[src/rtl/sc_sched_ctrl.sv]
// sc_sched_ctrl: schedule controller for an N=8 successive-cancellation polar
// decoder with four f and four g processing elements. Walks the fixed
// 14-operation SC schedule one op per cycle. Takes hard decisions at stage 0,
// forces frozen leaves to zero, supplies partial-sum signs to g PEs and
// assembles the decoded word under a start/done handshake.
//
// Build option: define SC_SCHED_B2B_EN so that start is accepted in the DONE
// cycle, which lets frames run back-to-back with no IDLE gap.
//
// state  | meaning
// IDLE   | waiting for start; u_hat holds the last decoded word
// RUN    | one schedule op per non-held cycle, op_q = 0..13
// DONE   | single-cycle completion pulse, u_hat complete
module sc_sched_ctrl (
    input  logic       clk,
    input  logic       rst,
    input  logic       start,
    input  logic       hold,
    input  logic       llr_sign,
    output logic       busy,
    output logic       llr_load,
    output logic       pe_en,
    output logic       op_g,
    output logic [1:0] op_stage,
    output logic [1:0] op_node,
    output logic [3:0] g_sig,
    output logic       u_valid,
    output logic [2:0] u_idx,
    output logic       u_bit,
    output logic [7:0] u_hat,
    output logic       done
);

    localparam logic [7:0] FROZEN_MASK = 8'b0001_0111;
    localparam logic [3:0] LAST_OP     = 4'd13;

    typedef enum logic [1:0] {
        S_IDLE = 2'd0,
        S_RUN  = 2'd1,
        S_DONE = 2'd2
    } state_t;

    state_t     state_q, state_d;
    logic [3:0] op_q, op_d;
    logic [7:0] u_hat_q, u_hat_d;
    logic       u_valid_q, u_valid_d;
    logic [2:0] u_idx_q, u_idx_d;
    logic       u_bit_q, u_bit_d;

    logic       sch_g;
    logic [1:0] sch_stage;
    logic [1:0] sch_node;
    logic [2:0] dec_idx;
    logic       dec_bit;
    logic       run;
    logic       commit;
    logic       llr_load_c;
    logic [1:0] pair_c;
    logic [3:0] g_sig_c;

    // Fixed SC schedule: op index -> function, stage, node.
    always_comb begin
        sch_g     = 1'b0;
        sch_stage = 2'd0;
        sch_node  = 2'd0;
        case (op_q)
            4'd0:  begin sch_g = 1'b0; sch_stage = 2'd2; sch_node = 2'd0; end
            4'd1:  begin sch_g = 1'b0; sch_stage = 2'd1; sch_node = 2'd0; end
            4'd2:  begin sch_g = 1'b0; sch_stage = 2'd0; sch_node = 2'd0; end
            4'd3:  begin sch_g = 1'b1; sch_stage = 2'd0; sch_node = 2'd0; end
            4'd4:  begin sch_g = 1'b1; sch_stage = 2'd1; sch_node = 2'd0; end
            4'd5:  begin sch_g = 1'b0; sch_stage = 2'd0; sch_node = 2'd1; end
            4'd6:  begin sch_g = 1'b1; sch_stage = 2'd0; sch_node = 2'd1; end
            4'd7:  begin sch_g = 1'b1; sch_stage = 2'd2; sch_node = 2'd0; end
            4'd8:  begin sch_g = 1'b0; sch_stage = 2'd1; sch_node = 2'd1; end
            4'd9:  begin sch_g = 1'b0; sch_stage = 2'd0; sch_node = 2'd2; end
            4'd10: begin sch_g = 1'b1; sch_stage = 2'd0; sch_node = 2'd2; end
            4'd11: begin sch_g = 1'b1; sch_stage = 2'd1; sch_node = 2'd1; end
            4'd12: begin sch_g = 1'b0; sch_stage = 2'd0; sch_node = 2'd3; end
            4'd13: begin sch_g = 1'b1; sch_stage = 2'd0; sch_node = 2'd3; end
            default: begin sch_g = 1'b0; sch_stage = 2'd0; sch_node = 2'd0; end
        endcase
    end

    assign run     = (state_q == S_RUN);
    assign commit  = run & ~hold;
    // A stage-0 op at node k decides leaf 2k (f) or 2k+1 (g).
    assign dec_idx = {sch_node, sch_g};
    assign dec_bit = FROZEN_MASK[dec_idx] ? 1'b0 : llr_sign;

    // Partial-sum signs: re-encode the already decided left-subtree leaves.
    always_comb begin
        g_sig_c = 4'b0000;
        pair_c  = sch_node[0] ? u_hat_q[5:4] : u_hat_q[1:0];
        if (run && sch_g) begin
            case (sch_stage)
                2'd0: g_sig_c[0] = u_hat_q[{sch_node, 1'b0}];
                2'd1: g_sig_c = {2'b00, pair_c[1], pair_c[0] ^ pair_c[1]};
                2'd2: g_sig_c = {u_hat_q[3],
                                 u_hat_q[2] ^ u_hat_q[3],
                                 u_hat_q[1] ^ u_hat_q[3],
                                 ^u_hat_q[3:0]};
                default: g_sig_c = 4'b0000;
            endcase
        end
    end

    // Next-state, op sequencing, decisions and the llr_load pulse.
    always_comb begin
        state_d    = state_q;
        op_d       = op_q;
        u_hat_d    = u_hat_q;
        u_valid_d  = 1'b0;
        u_idx_d    = 3'd0;
        u_bit_d    = 1'b0;
        llr_load_c = 1'b0;
        case (state_q)
            S_IDLE: begin
                if (start) begin
                    llr_load_c = 1'b1;
                    u_hat_d    = 8'h00;
                    op_d       = 4'd0;
                    state_d    = S_RUN;
                end
            end
            S_RUN: begin
                if (commit) begin
                    if (sch_stage == 2'd0) begin
                        u_valid_d        = 1'b1;
                        u_idx_d          = dec_idx;
                        u_bit_d          = dec_bit;
                        u_hat_d[dec_idx] = dec_bit;
                    end
                    if (op_q == LAST_OP) begin
                        op_d    = 4'd0;
                        state_d = S_DONE;
                    end else begin
                        op_d = op_q + 4'd1;
                    end
                end
            end
            S_DONE: begin
                state_d = S_IDLE;
`ifdef SC_SCHED_B2B_EN
                if (start) begin
                    llr_load_c = 1'b1;
                    u_hat_d    = 8'h00;
                    op_d       = 4'd0;
                    state_d    = S_RUN;
                end
`endif
            end
            default: begin
                state_d = S_IDLE;
                op_d    = 4'd0;
            end
        endcase
    end

    // State, op counter, decoded word and the registered decision report.
    always_ff @(posedge clk) begin
        if (rst) begin
            state_q   <= S_IDLE;
            op_q      <= 4'd0;
            u_hat_q   <= 8'h00;
            u_valid_q <= 1'b0;
            u_idx_q   <= 3'd0;
            u_bit_q   <= 1'b0;
        end else begin
            state_q   <= state_d;
            op_q      <= op_d;
            u_hat_q   <= u_hat_d;
            u_valid_q <= u_valid_d;
            u_idx_q   <= u_idx_d;
            u_bit_q   <= u_bit_d;
        end
    end

    // Op fields are only meaningful in RUN; zero elsewhere so IDLE is quiet.
    assign busy     = run;
    assign llr_load = llr_load_c;
    assign pe_en    = commit;
    assign op_g     = run ? sch_g : 1'b0;
    assign op_stage = run ? sch_stage : 2'd0;
    assign op_node  = run ? sch_node : 2'd0;
    assign g_sig    = g_sig_c;
    assign u_valid  = u_valid_q;
    assign u_idx    = u_idx_q;
    assign u_bit    = u_bit_q;
    assign u_hat    = u_hat_q;
    assign done     = (state_q == S_DONE);

endmodule

[config.mk]
export PLATFORM = sky130hd
export DESIGN_NAME = sc_sched_ctrl
export DESIGN_NICKNAME = d
export VERILOG_FILES = /design/src/rtl/sc_sched_ctrl.sv
export SDC_FILE = /design/constraint.sdc
export NUM_CORES = 1
export LEC_CHECK = 0
export ABC_CLOCK_PERIOD_IN_PS = 5600
export CAP_MARGIN = 20
export CORE_ASPECT_RATIO = 1.2
export CORE_MARGIN = 1
export CORE_UTILIZATION = 45
export DETAILED_ROUTE_END_ITERATION = 8
export PLACE_DENSITY = 0.71
export SYNTH_ARGS = -nofsm -noshare
export SYNTH_HDL_FRONTEND = slang
export SYNTH_SLANG_ARGS = --single-unit
[constraint.sdc]
create_clock -name clk -period 5.6 [get_ports clk]
set_input_delay 0.84 -clock clk [delete_from_list [all_inputs] [get_ports clk]]
set_output_delay 0.84 -clock clk [all_outputs]
set_load 0.02 [all_outputs]
==> results of run 1 <==
cells by family (layout without fill, tap and decap cells):
group                    after synthesis  in the layout
AND/OR/NAND/NOR                       71             71
XOR/XNOR                               4              4
adder cells (fa/ha/maj)               10             10
buffers and inverters                 17             40
multiplexers                          10             10
AO/OA/AOI/OAI                         29             29
flip-flops                            24             24
metrics by stage:
step / total power, mW / cell area (µm²) / setup WS (ps) / util / std cells
CTS: 0.312 / 1740 / 2160 / 0.603 / 222
global route: 0.324 / 1740 / 1940 / 0.603 / 222
global placement: 0.235 / 1720 / 2140 / 0.595 / 219
finish: 0.306 / 1740 / 2160 / 0.603 / 222
floorplan: 0.220 / 1420 / 2420 / - / 165
detailed placement: 0.236 / 1720 / 2000 / 0.595 / 219
worst min-delay path by stage:
stage               startpoint  endpoint  slack [ps]  cells after the start
floorplan              op_q[0]   op_q[0]         530                      2
detailed placement    u_hat[6]  u_hat[6]         470                      2
finish                u_hat[6]  u_hat[6]         490                      2
CTS                   u_hat[6]  u_hat[6]         490                      2
global route          u_hat[6]  u_hat[6]         510                      2
global placement      u_hat[6]  u_hat[6]         480                      2
worst max-delay path, stage by stage (launching register included):
cell and delay (ps):
dfxtp_1 570, nand2b_1 290, inv_1 330, and2_1 280, nor3b_1 200, clkdlybuf4s50_1 630
layer usage:
metal / share of wire / routed length [µm] / track usage
met2: 0.53 / 1590 / 0.355
met4: 0.0050 / 15 / 0.0888
met5: 0 / 0 / 0
met1: 0.43 / 1300 / 0.242
met3: 0.029 / 87 / 0.0290
layout by cell type (no fill, tap or decap), drive strengths merged:
cell / count
clkdlybuf4s50: 30
dfxtp: 24
nor2: 15
a21oi: 12
nand2b: 10
nand2: 9
ha: 9
mux2i: 8
inv: 7
nor3b: 6
nand3: 6
and2: 6
nand3b: 5
o21ai: 5
and3: 3
nor2b: 3
clkbuf: 3
a21o: 2
a211oi: 2
xor2: 2
a31oi: 2
xnor2: 2
and3b: 2
mux2: 1
mux4: 1
a222oi: 1
or4: 1
a41oi: 1
a311oi: 1
a22oi: 1
o32a: 1
o22ai: 1
or3: 1
and4: 1
nor4: 1
maj3: 1
nor3: 1
nand4: 1
area by class of cell:
| type | instances | area [µm²] | share of cell area |
|---|---|---|---|
| multi-input cells | 124 | 870 | 0.499 |
| well taps | 34 | 42.5 | 0.0244 |
| flip-flops and latches | 24 | 480 | 0.276 |
| clock buffers | 3 | 22.5 | 0.0129 |
| inverters | 7 | 26.3 | 0.0151 |
| repair buffers | 30 | 300 | 0.172 |
state kept, by name (all words and copies together) (netlist names):
name and count:
u_bit 1, u_idx 3, u_hat 8, dec_idx 3, sch_stage 2, u_valid 1
state_q 2, op_q 4
power groups by stage:
stage                     logic (mW)  clock network [mW]  registers [mW]
after floorplan               0.0402                   0           0.180
final                         0.0541              0.0739           0.178
after global placement        0.0526                   0           0.182
after CTS                     0.0544              0.0790           0.178
after global routing          0.0607              0.0839           0.179
after detailed placement      0.0539                   0           0.182
==> results_dict.tcl, run 1 <==
set metrics [dict create \
    max_freq_mhz 291 \
    synthAdderAreaFrac 0.0863 \
    grt_start_max_net_pins 19 \
    r2r_end "dec_idx[2]" \
    yosysSeqAreaShare 0.338 \
    clkPwrFrac 0.241 \
    cts_tree "built" \
    drtAntennaViolNets 0 \
    start_util 0.491 \
    numCtsBuffers 3 \
    holdWs_ps 490 \
    synthTopCellsByArea "dfxtp_1, ha_1, mux2i_1, nand2b_1, a21oi_1" \
    hold_path.class "reg2reg" \
    reg2reg_from "state_q[0]" \
    grtUsageTotal 0.206 \
    skew_ps 3.52 \
    slew_violations 0 \
    avgViaCountPerCell 5.62 \
    cp-endpoint "g_sig[0]" \
    ctsHoldBuffers 0 \
    hpwl_um 2320 \
    synthMuxAreaShare 0.0802 \
    cp-start-kind "register" \
    worstPathArrival_ps 2600 \
    clock_latency_ps 300 \
    port_buffers 30 \
    die-width_um 53.3 \
    cp-end-kind "primary output" \
    synthesis.nets 179 \
    combPwrFrac 0.177 \
    num_io_pins 31 \
    routed_wl_um 2990 \
    grt_setup_unrepaired "false" \
    switching_share 0.279 \
    synth-simple-area-share 0.283 \
    required_ps 4760 \
    worst-setup-path-type "reg2out" \
    ff2ff_path_depth 8 \
    p_seq_frac 0.582 \
    post-cts-setup-buffer-count 0 \
    switchingPower_uw 85.4 \
    vias 1248 \
    die_h_um 63.5 \
    drive_above_1_share 0.0372 \
    synth_cell_type_count 40 \
    status "finished, final reports clean" \
    period_needed_ps 3440 \
    synth.largest_area_cell "dfxtp_1" \
    clock-sinks 24 \
    core_area_mm2 0.00289 \
    synth_most_common_cell "dfxtp_1" \
    grt_pass1_wl_um 5330 \
    timing.setup.tns_ps 0 \
    ys.flop_type "dfxtp_1" \
    routedWlPerCell_um 13.5 \
    cap_violations 0 \
    gp_congestion 0.827 \
    crit_path_start "state_q[0]" \
    die-area_mm2 0.00339 \
    synthTopCellsByCount "dfxtp_1, nor2_1, a21oi_1" \
    drc 0 \
    syn-instance-count 165 \
    reg2reg_slack_ps 2850 \
    firstDrtPassIters 4 \
    area_growth_pct 22.6 \
    fin_crit_sh 0.615 \
    cts-root-buf "clkbuf_4" \
    syn_area_mm2 0.00142 \
    rows 21 \
    ys_ff_latch 24 \
    overflow 0 \
    cts_resized 0 \
    nNetsFinal 204 \
    async_reset_ff_frac 0 \
    ir_drop_mv 0.119 \
    yosysWarnings 0 \
    syn_avg_cell_area_um2 8.61 \
    relSlewSlack 0.543 \
    leakage_nw 0.677 \
    clk_pin_slew_ps 120 \
    drtIter0Drc 23 \
    internal-power_uw 221 \
    path_max_fanout 12 \
    setup_viol 0 \
    worstMarginPinSlew_ps 684 \
    htreeDepth 1 \
    synth_top_family_by_area "simple AND/OR/NAND/NOR gates" \
    fillers 279 \
    grt_pass1_vias 1207 \
    powerDensity_mw_per_mm2 176 \
    synth_edf_count 0 \
    cts_max_path_buffers 2 \
    antenna_found_initial 0 \
    synth_compound_area_frac 0.138 \
    final_hold_viol_count 0 \
    antennaDiodeCount 0 \
    synthXorXnorAreaFrac 0.0247 \
    netlist.area_leader.share 0.338 \
]
Note: power is estimated with default switching activity, not from simulation.
==> run 2, diff against run 1 <==
ABC_CLOCK_PERIOD_IN_PS = 3150   (was 5600)
PLACE_DENSITY = 0.74   (was 0.71)
clock period = 3.15 ns   (was 5.6 ns; I/O delays follow)
==> results_dict.tcl, run 2 (synthesis gave the netlist of run 1 again) <==
set metrics [dict create \
    hold_end "u_hat[6]" \
    antenna_found_initial 0 \
    timing.setup.tns_ps 0 \
    worst-setup-path-type "reg2out" \
    firstDrtPassIters 6 \
    largest_reg_flops 8 \
    worstMarginPinSlew_ps 402 \
    final_hold_viol_count 0 \
    drtAntennaViolNets 0 \
    cts_max_path_buffers 2 \
    setup_viol 0 \
    grtUsageTotal 0.209 \
    die-area_mm2 0.00339 \
    grt_start_max_net_pins 17 \
    period_needed_ps 2800 \
    grt_pass1_vias 1226 \
    drive_above_1_share 0.0622 \
    path_max_fanout 12 \
    clock-sinks 24 \
    combPwrFrac 0.176 \
    core_area_mm2 0.00289 \
    switchingPower_uw 159 \
    reg2reg_slack_ps 640 \
    die_h_um 63.5 \
    power_uw 582 \
    switching_share 0.273 \
    r2r_end "dec_idx[2]" \
    port_buffers 30 \
    routed_wl_um 3200 \
    cp-start-kind "register" \
    routedWlPerCell_um 14.1 \
    hold_path.class "reg2reg" \
    gp_congestion 0.871 \
    die-width_um 53.3 \
    htreeDepth 1 \
    place_area_mm2 0.00175 \
    dp_cells 223 \
    nNetsFinal 208 \
    drtIter0Drc 48 \
    slew_violations 0 \
    min_path_cells 2 \
    grt_setup_unrepaired "false" \
    powerDensity_mw_per_mm2 326 \
    reg2reg_from "state_q[0]" \
    skew_ps 1.45 \
    numCtsBuffers 3 \
    cp-end-kind "primary output" \
    overflow 0 \
    ir_drop_mv 0.248 \
    vias 1267 \
    final_cell_mix "clkdlybuf4s50_1, dfxtp_1, nor2_1, a21oi_1, nand2b_1" \
    antennaDiodeCount 0 \
    fin_area_mm2 0.00179 \
    max_freq_mhz 357 \
    num_io_pins 31 \
    internal-power_uw 423 \
    relSlewSlack 0.725 \
    fin_crit_sh 0.889 \
    cap_violations 0 \
    p_seq_frac 0.545 \
    clock_latency_ps 310 \
    post-cts-setup-buffer-count 0 \
    ff2ff_path_depth 8 \
    hpwl_um 2440 \
    start_util 0.491 \
    final_common_cell "clkdlybuf4s50_1" \
    cts_tree "built" \
    status "finished, final reports clean" \
    avgViaCountPerCell 5.58 \
    ctsHoldBuffers 0 \
    clkPwrFrac 0.279 \
    area_growth_pct 25.7 \
    final_cells 227 \
    hp-start "u_hat[6]" \
    rows 21 \
    drc 0 \
    required_ps 2680 \
    cts_resized 0 \
    grt_pass1_wl_um 5320 \
    cts-root-buf "clkbuf_4" \
    clk_pin_slew_ps 130 \
    leakage_nw 0.704 \
    worstPathArrival_ps 2330 \
]
[run 2: area by class of cell]
| type | count | area (µm²) |
|---|---|---|
| fillers | 257 | 1100 |
| clock buffers | 4 | 36.3 |
| well taps | 34 | 42.5 |
| repair buffers | 34 | 330 |
| multi-input cells | 124 | 870 |
| flip-flops and latches | 24 | 480 |
| inverters | 7 | 26.3 |
[run 2: power groups by stage]
stage               clock network, mW  registers (mW)  logic (mW)
floorplan                           0           0.320      0.0716
global placement                    0           0.324      0.0989
detailed placement                  0           0.324       0.102
CTS                             0.169           0.317       0.102
global route                    0.182           0.319       0.112
finish                          0.163           0.317       0.102
[run 2: critical path, stage by stage, from the launching register on]
cell,delay (ps)
dfxtp_1,560
nand2b_1,290
inv_1,130
and2_1,200
nor3b_1,190
clkdlybuf4s50_1,640
[run 2: worst max-delay path by stage]
stage / from / end / slack, ps / cells past startpoint
2_1_floorplan: start / dec_idx[2] / 340 / 9
3_3_place_gp: start / dec_idx[2] / 250 / 9
3_5_place_dp: start / dec_idx[2] / 140 / 9
4_1_cts: state_q[0] / g_sig[0] / 290 / 5
5_1_grt: state_q[0] / g_sig[0] / 140 / 5
6_report: state_q[0] / g_sig[0] / 350 / 5
[run 2: routing by layer]
layer / GRT usage / part of all wire / vias to the layer above
met5: 0 / 0 / -
met4: 0.109 / 0.0094 / 0
met3: 0.0266 / 0.039 / 4
met2: 0.359 / 0.53 / 36
met1: 0.239 / 0.42 / 596
li1: - / - / 631
[run 2: per-stage QoR]
step / hold slack [ps] / utilization / setup slack (ps)
6_report: 517 / 0.618 / 348
2_1_floorplan: 531 / - / 336
4_1_cts: 519 / 0.618 / 289
3_5_place_dp: 494 / 0.605 / 137
5_1_grt: 549 / 0.618 / 135
3_3_place_gp: 488 / 0.605 / 251
